File: src/rtl/taadda_pkg.sv
// Shared types and encodings for the taadda instruction sequencer.
package taadda_pkg;

  typedef enum logic [2:0] {
    ST_FETCH    = 3'd0,
    ST_WAIT     = 3'd1,
    ST_EXEC     = 3'd2,
    ST_OUT_WAIT = 3'd3,
    ST_HALT     = 3'd4
  } state_e;

  // Operand source codes (0-5 select r0-r5)
  localparam logic [2:0] SRC_PC  = 3'd6;
  localparam logic [2:0] SRC_IN  = 3'd7;

  // Destination codes (0-5 select r0-r5)
  localparam logic [2:0] DST_PC  = 3'd6;
  localparam logic [2:0] DST_OUT = 3'd7;

  // Opcode flag bit positions
  localparam int OP_IMM1_BIT = 7;
  localparam int OP_IMM2_BIT = 6;
  localparam int OP_JMP_BIT  = 5;

  // ALU operations (opcode bits [2:0] when not a jump)
  localparam logic [2:0] ALU_ADD  = 3'd0;
  localparam logic [2:0] ALU_SUB  = 3'd1;
  localparam logic [2:0] ALU_AND  = 3'd2;
  localparam logic [2:0] ALU_OR   = 3'd3;
  localparam logic [2:0] ALU_NOT  = 3'd4;
  localparam logic [2:0] ALU_NAND = 3'd5;
  localparam logic [2:0] ALU_NOR  = 3'd6;
  localparam logic [2:0] ALU_XOR  = 3'd7;

  // Jump conditions, unsigned compare of arg1 against arg2
  localparam logic [2:0] COND_EQ     = 3'd0;
  localparam logic [2:0] COND_NE     = 3'd1;
  localparam logic [2:0] COND_LT     = 3'd2;
  localparam logic [2:0] COND_LE     = 3'd3;
  localparam logic [2:0] COND_GT     = 3'd4;
  localparam logic [2:0] COND_GE     = 3'd5;
  localparam logic [2:0] COND_ALWAYS = 3'd6;
  localparam logic [2:0] COND_NEVER  = 3'd7;

  localparam logic [7:0] HALT_OPCODE = 8'hFF;

endpackage

File: src/rtl/taadda_alu.sv
// Combinational ALU and unsigned comparator shared by ALU and jump opcodes.
module taadda_alu
  import taadda_pkg::*;
(
  input  logic [7:0] a,
  input  logic [7:0] b,
  input  logic [2:0] op,
  output logic [7:0] result,
  output logic       cond_true
);

  // Arithmetic wraps modulo 256; the carry is simply dropped.
  always_comb begin
    result = 8'h00;
    case (op)
      ALU_ADD:  result = a + b;
      ALU_SUB:  result = a - b;
      ALU_AND:  result = a & b;
      ALU_OR:   result = a | b;
      ALU_NOT:  result = ~a;
      ALU_NAND: result = ~(a & b);
      ALU_NOR:  result = ~(a | b);
      ALU_XOR:  result = a ^ b;
    endcase
  end

  // Same op field read as a branch condition.
  always_comb begin
    cond_true = 1'b0;
    case (op)
      COND_EQ:     cond_true = (a == b);
      COND_NE:     cond_true = (a != b);
      COND_LT:     cond_true = (a <  b);
      COND_LE:     cond_true = (a <= b);
      COND_GT:     cond_true = (a >  b);
      COND_GE:     cond_true = (a >= b);
      COND_ALWAYS: cond_true = 1'b1;
      COND_NEVER:  cond_true = 1'b0;
    endcase
  end

endmodule

File: src/rtl/taadda_sequencer.sv
// Tiny fetch/execute sequencer: fetches 32-bit instructions, runs them through
// the ALU, and moves bytes between an external register file and I/O ports.
//
// Handshakes: a transfer happens on a rising edge where valid and ready are
// both high. Valid never waits for ready and, once raised, holds its data
// stable until the transfer. in_ready is only raised together with in_valid
// in the executing cycle, so it pulses exactly once per consumed byte.
module taadda_sequencer
  import taadda_pkg::*;
#(
  parameter int PC_STEP = 4
) (
  input  logic        clk,
  input  logic        rst,
  output logic        imem_req,
  output logic [7:0]  imem_addr,
  input  logic        imem_valid,
  input  logic [31:0] imem_data,
  output logic [2:0]  rf_rsel_a,
  output logic [2:0]  rf_rsel_b,
  input  logic [7:0]  rf_rdata_a,
  input  logic [7:0]  rf_rdata_b,
  output logic        rf_we,
  output logic [2:0]  rf_wsel,
  output logic [7:0]  rf_wdata,
  input  logic        in_valid,
  output logic        in_ready,
  input  logic [7:0]  in_data,
  output logic        out_valid,
  input  logic        out_ready,
  output logic [7:0]  out_data,
  output logic [7:0]  pc,
  output logic        halted,
  output state_e      state
);

  localparam logic [7:0] STEP = 8'(PC_STEP);

  logic [31:0] instr;
  logic [7:0]  opcode, arg1, arg2, dest;
  logic        imm1, imm2, is_jump, is_halt;
  logic [7:0]  opnd_a, opnd_b, alu_result, pc_inc;
  logic        cond_true, need_in, exec_go;

  assign opcode  = instr[7:0];
  assign arg1    = instr[15:8];
  assign arg2    = instr[23:16];
  assign dest    = instr[31:24];
  assign imm1    = opcode[OP_IMM1_BIT];
  assign imm2    = opcode[OP_IMM2_BIT];
  assign is_halt = (opcode == HALT_OPCODE);
  assign is_jump = opcode[OP_JMP_BIT];
  assign pc_inc  = pc + STEP;

  // Operand muxes: immediate, current pc, input byte, or register read data.
  always_comb begin
    opnd_a = rf_rdata_a;
    if (imm1)                      opnd_a = arg1;
    else if (arg1[2:0] == SRC_PC)  opnd_a = pc;
    else if (arg1[2:0] == SRC_IN)  opnd_a = in_data;
    opnd_b = rf_rdata_b;
    if (imm2)                      opnd_b = arg2;
    else if (arg2[2:0] == SRC_PC)  opnd_b = pc;
    else if (arg2[2:0] == SRC_IN)  opnd_b = in_data;
  end

  taadda_alu alu_i (
    .a         (opnd_a),
    .b         (opnd_b),
    .op        (opcode[2:0]),
    .result    (alu_result),
    .cond_true (cond_true)
  );

  // EXEC completes once any needed input byte is present; both operands
  // share the same byte when both name the input port.
  assign need_in  = !is_halt &&
                    ((!imm1 && arg1[2:0] == SRC_IN) || (!imm2 && arg2[2:0] == SRC_IN));
  assign exec_go  = (state == ST_EXEC) && (!need_in || in_valid);
  assign in_ready = exec_go && need_in;

  // Strobes decoded from state so they land in the FETCH/EXEC cycle itself;
  // imem_req is gated by rst so nothing is requested while held in reset.
  assign imem_req  = rst && (state == ST_FETCH);
  assign imem_addr = pc;
  assign rf_rsel_a = arg1[2:0];
  assign rf_rsel_b = arg2[2:0];
  assign rf_we     = exec_go && !is_halt && !is_jump && (dest[2:0] < DST_PC);
  assign rf_wsel   = dest[2:0];
  assign rf_wdata  = (state == ST_EXEC) ? alu_result : 8'h00;

  // Main sequencer FSM with registered pc, instruction and output port.
  always_ff @(posedge clk or negedge rst) begin
    if (!rst) begin
      state     <= ST_FETCH;
      pc        <= 8'h00;
      instr     <= 32'h0;
      out_valid <= 1'b0;
      out_data  <= 8'h00;
      halted    <= 1'b0;
    end else begin
      case (state)
        ST_FETCH: state <= ST_WAIT;
        ST_WAIT: begin
          if (imem_valid) begin
            instr <= imem_data;
            state <= ST_EXEC;
          end
        end
        ST_EXEC: begin
          if (is_halt) begin
            halted <= 1'b1;
            state  <= ST_HALT;
          end else if (exec_go) begin
            if (is_jump) begin
              pc    <= cond_true ? dest : pc_inc;
              state <= ST_FETCH;
            end else begin
              case (dest[2:0])
                DST_PC: begin
                  pc    <= alu_result;
                  state <= ST_FETCH;
                end
                DST_OUT: begin
                  out_valid <= 1'b1;
                  out_data  <= alu_result;
                  state     <= ST_OUT_WAIT;
                end
                default: begin
                  pc    <= pc_inc;
                  state <= ST_FETCH;
                end
              endcase
            end
          end
        end
        ST_OUT_WAIT: begin
          if (out_ready) begin
            out_valid <= 1'b0;
            pc        <= pc_inc;
            state     <= ST_FETCH;
          end
        end
        ST_HALT: state <= ST_HALT;
        default: state <= ST_FETCH;
      endcase
    end
  end

endmodule

File: config.mk
export PLATFORM = sky130hd
export DESIGN_NAME = taadda_sequencer
export DESIGN_NICKNAME = d
export VERILOG_FILES = /design/src/rtl/taadda_pkg.sv /design/src/rtl/taadda_alu.sv /design/src/rtl/taadda_sequencer.sv
export SDC_FILE = /design/constraint.sdc
export NUM_CORES = 1
export LEC_CHECK = 0
export ABC_AREA = 1
export BUFFER_PORTS_ARGS = -buffer_cell sky130_fd_sc_hd__buf_2
export CELL_PAD_IN_SITES_DETAIL_PLACEMENT = 2
export CELL_PAD_IN_SITES_GLOBAL_PLACEMENT = 2
export CORE_UTILIZATION = 32
export DETAILED_ROUTE_END_ITERATION = 10
export GPL_ROUTABILITY_DRIVEN = 0
export PLACE_DENSITY = 0.94
export SYNTH_ARGS = -nofsm -noshare
export SYNTH_HDL_FRONTEND = slang
export SYNTH_SLANG_ARGS = --single-unit
File: constraint.sdc
create_clock -name clk -period 8.9 [get_ports clk]
set_clock_uncertainty 0.05 [all_clocks]
set_input_delay 0.89 -clock clk [delete_from_list [all_inputs] [get_ports clk]]
set_output_delay 0.89 -clock clk [all_outputs]
set_load 0.02 [all_outputs]
# After elaboration in Yosys (flattened, before gate mapping)

Index checks and enable logic that the tools add are counted.

Output and inout port bits: 49
Word-level logic and storage cells: 104
Register bits after elaboration: 53
Input bits: 61

Equal/unequal tests: 28
Mux-type cells: 29
$lt $le $gt $ge: 5
Reductions and logical operators: 25
$add $sub $neg: 3
Bitwise gates (word level): 8

Operator list:

| operator                                       | count |
|---|---|
| 2-to-1 mux 8 bit                               | 12 |
| case mux 8 bit (8 select lines)                | 1 |
| == test 3 bit (second input constant)          | 11 |
| case mux 8 bit (2 select lines)                | 2 |
| inverter 8 bit                                 | 3 |
| case mux 3 bit (5 select lines)                | 1 |
| == test 3 x 2 -> 1 bit (second input constant) | 4 |
| 2-to-1 mux 3 bit                               | 4 |
| != test 2 bit (second input constant)          | 5 |
| AND reduction 5 bit                            | 2 |
| logical AND 1 bit                              | 9 |
| adder 8 x 3 -> 8 bit (second input constant)   | 1 |
| adder 8 bit                                    | 1 |
| AND 8 bit                                      | 1 |
| == test 8 bit                                  | 1 |
| == test 8 bit (second input constant)          | 1 |
| greater-or-equal comparator 8 bit              | 1 |
| greater-than comparator 8 bit                  | 1 |
| less-or-equal comparator 8 bit                 | 1 |
| less-than comparator 8 bit                     | 1 |
| != test 8 bit                                  | 1 |
| bitwise OR 8 bit                               | 1 |
| case mux 1 bit (8 select lines)                | 1 |
| subtractor 8 bit                               | 1 |
| 16 further kinds                               | 31 |

# Logic depth before layout (Yosys ltp)

Gate-level depths: netlist of the first run.

Word-level depth: 12
Mapped depth: 24

# Cells and area by module

Synthesis of the first run repeated with hierarchy kept, for this count alone.

Cell total of the unflattened synthesis: 639
Area, all modules: 4576.9 um^2

Modules (own cells, without submodules):

| module           | area each (um^2) | cells each | times used |
|---|---|---|---|
| taadda_sequencer | 3231.8           | 400        | 1 |
| taadda_alu       | 1345.0           | 239        | 1 |

# Worst setup path before layout of the first run

Ideal clock, no wire load.

Path type: input to output
From: in in_data[1]
To: out rf_wdata[5]
Stages: 14
Slack: 4.993 ns
Required time: 7.960 ns
Data arrival time: 2.967 ns
Cells stage by stage: a221oi_1 nand2_1 o21ai_0 inv_1 ha_1 inv_1 a21oi_1 o21ai_1 a21boi_0 o21ai_0 or2_1 nand3_1 nand2_1 nor2_1

Longest elaborated chain between the ends: 6
Elaborated cells on any way between the ends: 10
Those cells by class: 2 x add/sub; 8 x mux

RTL lines:

| what                                                   | RTL line                                       | text |
|---|---|---|
| from (decl)                                            | taadda_sequencer.sv:28                         | `input logic [7:0] in_data,` |
| 2-to-1 mux 8 bit (on tied branches)                    | taadda_sequencer.sv:60, taadda_sequencer.sv:64 |  |
| 2-to-1 mux 8 bit (on tied branches)                    | taadda_sequencer.sv:59, taadda_sequencer.sv:63 |  |
| 2-to-1 mux 8 bit (on tied branches)                    | taadda_sequencer.sv:58, taadda_sequencer.sv:62 |  |
| subtractor 8 bit / adder 8 bit (equally long branches) | taadda_alu.sv:17, taadda_alu.sv:16             |  |
| case mux 8 bit (8 select lines) *                      | taadda_alu.sv:15                               | `case (op)` |
| 2-to-1 mux 8 bit *                                     | taadda_sequencer.sv:90                         | `assign rf_wdata = (state == ST_EXEC) ? alu_result : 8'h00;` |
| to (decl)                                              | taadda_sequencer.sv:25                         | `output logic [7:0] rf_wdata,` |

Every way passes the cells marked *; elsewhere a longest branch is shown, timed or not.

# Worst setup path in the final report of the first run

From: reg instr[6]
To: out rf_wdata[4]

Longest elaborated chain between the ends: 5
Elaborated cells on any way between the ends: 10
Those cells by class: 2 x add/sub; 3 x mux; 5 x bitwise

RTL lines:

| what                                                                     | RTL line                | text |
|---|---|---|
| from (decl)                                                              | taadda_sequencer.sv:39  | `logic [31:0] instr;` |
| from (signal assigned)                                                   | taadda_sequencer.sv:106 | `instr <= imem_data;` |
| 2-to-1 mux 8 bit *                                                       | taadda_sequencer.sv:62  | `if (imm2) opnd_b = arg2;` |
| parallel branches: the longest is 2 deep, another holds subtractor 8 bit | n/a                     |  |
| case mux 8 bit (8 select lines) *                                        | taadda_alu.sv:15        |  |
| 2-to-1 mux 8 bit *                                                       | taadda_sequencer.sv:90  |  |

Every way passes the cells marked *.

==> impl_metrics.py, run 1 <==
metrics = {
    "critical_path": {
        "cp_data_arrival_time_ns": 4.16,
        "crit_path_top_delay_cell": "dfrtp_1",
        "path_delay_family": "compound AO/OA/AOI/OAI gates",
        "crit_buf_inv": 4,
        "reg2reg_setup_slack_ns": 4.49,
        "start_kind": "flop",
        "critPathMaxStageDelay_ns": 0.60,
        "critical_path_required_ns": 7.96,
        "path_cells": "clkinv_1 -> o21ai_0 -> ha_1 -> inv_1 -> fa_1 -> o21ai_0 -> nand2_1 -> nand2_1 -> xor2_1 -> o211ai_1 -> inv_1 -> nor2_1 -> buf_2",
        "path_max_fanout": 10,
        "endpoint_kind": "primary output",
        "crit_type": "reg -> out",
    },
    "sta": {
        "period_share": 0.5734,
        "worst_pin_slew_ns": 1.152,
        "final_max_slew_viol_count": 0,
        "relSlewSlack": 0.2263,
        "rsz0062_at_grt": "no",
        "min_period_ns": 5.103,
        "setup_viol": 0,
        "fmax_mhz": 196.0,
        "tns_ns": 0,
        "final_hold_viol_count": 0,
        "hold_ws_ns": 0.4481,
    },
    "cells_and_area": {
        "syn_to_final_growth_pct": 16.93,
        "layout-drive-gt1-share": 0.2338,
        "fill_cells": 1615,
        "multi_input_area_mm2": 0.002591,
        "fin_cells": 886,
        "regArea_mm2": 0.001326,
        "n_antenna_cell": 0,
        "nets": 793,
        "utilization": 0.3881,
    },
    "grt": {
        "grt_remaining_overflow": 0,
        "grt_max_degree": 55,
        "grt_pass1_wl_um": 32130,
        "grt_pass1_vias": 5538,
        "antenna_found_initial": 0,
        "grt_use_total": 0.2958,
    },
    "clocking": {
        "cts_tree": "done",
        "cts_setup_buffers": 0,
        "cts_max_level": 2,
        "clock_latency_ns": 0.32,
        "cts_resized": 0,
        "ctsRootBufferMaster": "clkbuf_16",
        "cts_hold_buf": 0,
        "cts_buffers": 5,
        "clock_path_buffers": 2,
        "cts_sinks": 53,
        "clkSlewWorstSetupHoldPaths_ns": 0.08,
    },
    "placed_design": {
        "dpl.cell_count": 878,
        "io_buffers": 109,
        "dp_hpwl_um": 15400,
    },
    "floorplan": {
        "rows": 42,
        "die_w_um": 119.9,
        "core-area_mm2": 0.01340,
        "io_pins": 110,
        "dieArea_mm2": 0.01438,
        "start_util": 0.3319,
        "dieHeight_um": 119.9,
    },
    "detailed_routing": {
        "via_per_inst": 5.611,
        "drcViolationCount": 0,
        "drtIter0Drc": 287,
        "wirelength_um": 20660,
        "dr.pass1.iters": 5,
        "vias": 4971,
        "wl_per_cell_um": 23.32,
        "final_antenna_net_count": 0,
    },
    "worst_hold_path": {
        "min_path_type": "reg -> reg",
    },
    "synth": {
        "syn_inst": 622,
        "ys.flop_type": "dfrtp_1",
        "synthTopCellsByCount": "nand2_1, inv_1, nor2_1",
        "netlist_area_mm2": 0.004448,
        "netlist.area_leader.share": 0.2982,
        "yosysWarningCount": 0,
        "synth-seq-cells": 53,
        "synth.largest_area_cell": "dfrtp_1",
        "synth-edff-count": 0,
        "ys_seq_area_frac": 0.2982,
        "yosys-top-cells-area": "dfrtp_1, nand2_1, inv_1",
        "syn-num-nets": 706,
        "avgSynthCellArea_um2": 7.151,
        "synth-async-reset-ratio": 1.000,
        "synth.most_common_cell": "nand2_1",
        "synth_cell_types": 48,
    },
    "run": {
        "max_cap_violations": 0,
    },
    "status": {
        "status": "complete, no violations",
    },
}
==> worst register-to-register path, stage by stage, from the launching register on <==
cell and delay, ns:
dfrtp_1 0.60, clkinv_1 0.48, nand3_1 0.26, o21ai_0 0.25
ha_1 0.58, inv_1 0.17, nor4_1 0.44, nand4_1 0.34
a21oi_1 0.30, nand2_1 0.12, inv_2 0.08, nand3_4 0.11
nand2_4 0.13, nand2_1 0.08, nand3_1 0.07, nand2_1 0.06
nand2_1 0.05, nand2_1 0.09
==> final cells by class <==
| cell class | instances | share of cell area |
|---|---|---|
| clock buffers | 5 | 0.02406 |
| multi-input cells | 448 | 0.4982 |
| well taps | 176 | 0.04234 |
| flip-flops and latches | 53 | 0.2550 |
| inverters | 91 | 0.06567 |
| repair buffers | 110 | 0.1063 |
| clock inverters | 3 | 0.008420 |
==> registers in the layout, summed over array words and instances, names as in the netlist <==
name and flops:
halted 1, imem_addr 8, instr 32, out_data 8, out_valid 1, state 3
==> cell usage in the layout, fill, tap and decap left out, drive strengths merged, types with 7 or more instances in the layout <==
| cell type | n |
|---|---|
| dfrtp | 53 |
| nor2 | 60 |
| a21oi | 51 |
| mux2 | 17 |
| xor2 | 8 |
| nand3 | 46 |
| nand2 | 142 |
| o21ai | 42 |
| o211ai | 8 |
| inv | 91 |
| nand4 | 7 |
| ha | 21 |
| buf | 110 |
==> stage by stage <==
| step | cell area, um2 | setup WS (ns) |
|---|---|---|
| 2_1_floorplan | 4448 | 4.993 |
| 4_1_cts | 5201 | 3.829 |
| 6_report | 5201 | 3.797 |
| 3_3_place_gp | 5032 | 4.423 |
| 5_1_grt | 5201 | 3.666 |
| 3_5_place_dp | 5032 | 4.298 |
==> per-layer routing <==
layer,GRT usage,up-vias,wire length [um],share of wire
met3,0.05133,64,998,0.048
li1,-,2205,-,-
met1,0.3513,2516,8587,0.42
met5,0,-,0,0
met4,0.1516,0,819,0.040
met2,0.5086,186,10260,0.50
==> kinds of logic after synthesis <==
logic type / share of synthesized area
adder cells (fa/ha/maj): 0.06807
flip-flops: 0.2982
AO/OA/AOI/OAI: 0.1707
multiplexers: 0.04304
buffers and inverters: 0.1204
AND/OR/NAND/NOR: 0.2819
XOR/XNOR: 0.01772
==> worst paths after layout <==
path	from	to	cells past startpoint
setup / recovery	instr[6]$_DFFE_PN0P_	rf_wdata[4]	13
hold / removal	halted$_DFFE_PN0P_	halted$_DFFE_PN0P_	2
setup reg to reg	instr[6]$_DFFE_PN0P_	imem_addr[3]$_DFFE_PN0P_	17
hold reg to reg	halted$_DFFE_PN0P_	halted$_DFFE_PN0P_	2
max in group asynchronous	rst	instr[17]$_DFFE_PN0P_	2
min in group asynchronous	rst	out_data[1]$_DFFE_PN0P_	2
Power of run 1 is left out: the tool's default activity adds up to more than one toggle a clock period on the data nets, which glitch-free logic cannot reach.
==> inputs of run 2 (changes only) <==
--- a/config.mk
+++ b/config.mk
@@ -9,10 +9,10 @@
 export BUFFER_PORTS_ARGS = -buffer_cell sky130_fd_sc_hd__buf_2
 export CELL_PAD_IN_SITES_DETAIL_PLACEMENT = 2
 export CELL_PAD_IN_SITES_GLOBAL_PLACEMENT = 2
-export CORE_UTILIZATION = 32
+export CORE_UTILIZATION = 27
 export DETAILED_ROUTE_END_ITERATION = 10
 export GPL_ROUTABILITY_DRIVEN = 0
-export PLACE_DENSITY = 0.94
+export PLACE_DENSITY = 0.86
 export SYNTH_ARGS = -nofsm -noshare
 export SYNTH_HDL_FRONTEND = slang
 export SYNTH_SLANG_ARGS = --single-unit
==> constraint.sdc (replaced) <==
create_clock -name clk -period 4.2 [get_ports clk]
set_clock_uncertainty 0.05 [all_clocks]
set_input_delay 0.42 -clock clk [delete_from_list [all_inputs] [get_ports clk]]
set_output_delay 0.42 -clock clk [all_outputs]
set_load 0.02 [all_outputs]
==> run 2 against run 1 <==
Net effect: core utilization is 5.5 points lower; die area is 18% higher; worst setup slack worse by 3.6 ns; flip-flop and latch count stayed put; global-route usage is 7.8 points lower; register-to-register slack worse by 3.9 ns; clock-buffer cell count is 2 higher; hold slack worse by 0.19 ns; critical path type unchanged; wire length is 14% lower; largest cell class unchanged.
==> impl_metrics.py, run 2 (synthesis results as in run 1) <==
metrics = {
    "detailed_routing": {
        "dr.pass1.iters": 4,
        "drcViolationCount": 0,
        "final_antenna_net_count": 0,
        "wl_per_cell_um": 19.04,
        "wirelength_um": 17840,
        "vias": 4672,
        "via_per_inst": 4.986,
        "drtIter0Drc": 163,
    },
    "placed_design": {
        "dpl.cell_count": 929,
        "dp_hpwl_um": 14600,
        "dp_slack_ns": 0.3214,
        "io_buffers": 109,
        "place_area_mm2": 0.005165,
    },
    "critical_path": {
        "crit_type": "reg -> out",
        "r2r_cells": 21,
        "crit_path_top_delay_cell": "fa_1",
        "endpoint_kind": "primary output",
        "critical_path_required_ns": 3.73,
        "path_cells": "nand2_4 -> nor2_4 -> inv_1 -> o211ai_1 -> o21ai_2 -> inv_1 -> ha_1 -> inv_1 -> fa_1 -> o21ai_0 -> nand2_1 -> nand2_1 -> xor2_1 -> o211ai_1 -> inv_1 -> nor2_1 -> buf_2",
        "reg2reg_setup_slack_ns": 0.61,
        "cp_data_arrival_time_ns": 3.50,
        "path_common_cell": "inv_1",
        "path_max_fanout": 10,
        "crit_buf_inv": 5,
        "worstReg2RegStart": "instr[10]$_DFFE_PN0P_",
        "start_kind": "flop",
        "path_delay_family": "compound AO/OA/AOI/OAI gates",
        "critPathMaxStageDelay_ns": 0.48,
        "r2r-end": "imem_addr[6]$_DFFE_PN0P_",
    },
    "cells_and_area": {
        "fin_cells": 937,
        "mostFrequentLayoutCells": "nand2_1, buf_2, inv_1",
        "regMostFlops": "instr",
        "nets": 804,
        "final_common_cell": "nand2_1",
        "largest_register_ffs": 32,
        "n_antenna_cell": 0,
        "syn_to_final_growth_pct": 19.69,
        "postLayoutCellArea_mm2": 0.005324,
        "layout-drive-gt1-share": 0.2524,
    },
    "sta": {
        "min_period_ns": 3.970,
        "final_max_slew_viol_count": 0,
        "fmax_mhz": 251.9,
        "rsz0062_at_grt": "no",
        "relSlewSlack": 0.3480,
        "tns_ns": 0,
        "worst_pin_slew_ns": 0.9769,
        "period_share": 0.9453,
        "setup_ws_ns": 0.2299,
        "final_hold_viol_count": 0,
        "setup_viol": 0,
    },
    "worst_hold_path": {
        "min_path_type": "in -> async",
    },
    "clocking": {
        "clock_path_buffers": 2,
        "cts_sinks": 53,
        "clkSlewWorstSetupHoldPaths_ns": 0.07,
        "clock_latency_ns": 0.30,
        "cts_buffers": 5,
        "cts_tree": "done",
        "cts_setup_buffers": 0,
        "cts_max_level": 2,
        "ctsRootBufferMaster": "clkbuf_16",
        "cts_hold_buf": 0,
    },
    "floorplan": {
        "dieHeight_um": 130.4,
        "io_pins": 110,
        "die_w_um": 130.4,
        "dieArea_mm2": 0.01699,
        "start_util": 0.2780,
        "core-area_mm2": 0.01600,
        "rows": 46,
    },
    "grt": {
        "antenna_found_initial": 0,
        "grt_use_total": 0.2182,
        "grt_max_degree": 54,
        "grt_pass1_vias": 5127,
        "grt_remaining_overflow": 0,
        "grt_pass1_wl_um": 28230,
    },
    "status": {
        "status": "complete, no violations",
    },
    "run": {
        "max_cap_violations": 0,
    },
}
run 2: worst max-delay path by stage:
stage,start,end,cells past startpoint
after floorplan,instr[10]$_DFFE_PN0P_,rf_wdata[5],16
after global placement,instr[6]$_DFFE_PN0P_,rf_wdata[6],17
after detailed placement,instr[6]$_DFFE_PN0P_,rf_wdata[6],17
after CTS,instr[10]$_DFFE_PN0P_,rf_wdata[4],17
after global routing,instr[10]$_DFFE_PN0P_,rf_wdata[3],18
final,instr[10]$_DFFE_PN0P_,rf_wdata[4],17
run 2: routing by layer:
layer / vias to the layer above / track usage / part of all wire / wire, um
met5: - / 0 / 0 / 0
met4: 0 / 0.05815 / 0.018 / 324
met3: 23 / 0.02501 / 0.029 / 526
met2: 85 / 0.3895 / 0.51 / 9055
met1: 2336 / 0.2775 / 0.44 / 7932
li1: 2228 / - / - / -
run 2: metrics by stage:
stage	utilization	hold WS (ns)
floorplan	-	0.07441
global placement	0.3228	0.3968
detailed placement	0.3228	0.4091
CTS	0.3316	0.2952
global route	0.3327	0.2929
finish	0.3327	0.2537
run 2: layout make-up:
| type | count | area, um2 |
|---|---|---|
| clock buffer | 7 | 132.6 |
| multi-input combinational | 448 | 2603 |
| tap | 216 | 270.3 |
| clock inverter | 1 | 7.507 |
| fill | 1992 | 10680 |
| sequential | 53 | 1330 |
| timing repair buffer | 121 | 635.6 |
| inverter | 91 | 345.3 |
run 2: worst reg2reg max path, stage by stage (launching register included):
cell and delay, ns:
dfrtp_2 0.46, nand2_4 0.19, nor2_4 0.06, a221oi_1 0.25, nand2_1 0.08, o21ai_0 0.25
inv_1 0.16, ha_1 0.33, inv_1 0.08, nor4_1 0.35, nand4_1 0.18, buf_4 0.18
nand2_1 0.05, nand2_1 0.04, nand2_1 0.11, nand3_4 0.14, nand2_4 0.13, nand2_1 0.06
nand3_1 0.08, nand2_1 0.08, nand2_1 0.08, nand2_1 0.06
run 2: timing repair:
| item | CTS | global route |
|---|---|---|
| gates resized for setup | 1 | 9 |
| pin swaps | 0 | 0 |
| endpoints found under the setup margin | 2 | 6 |
Power of run 2 is left out for the same reason.
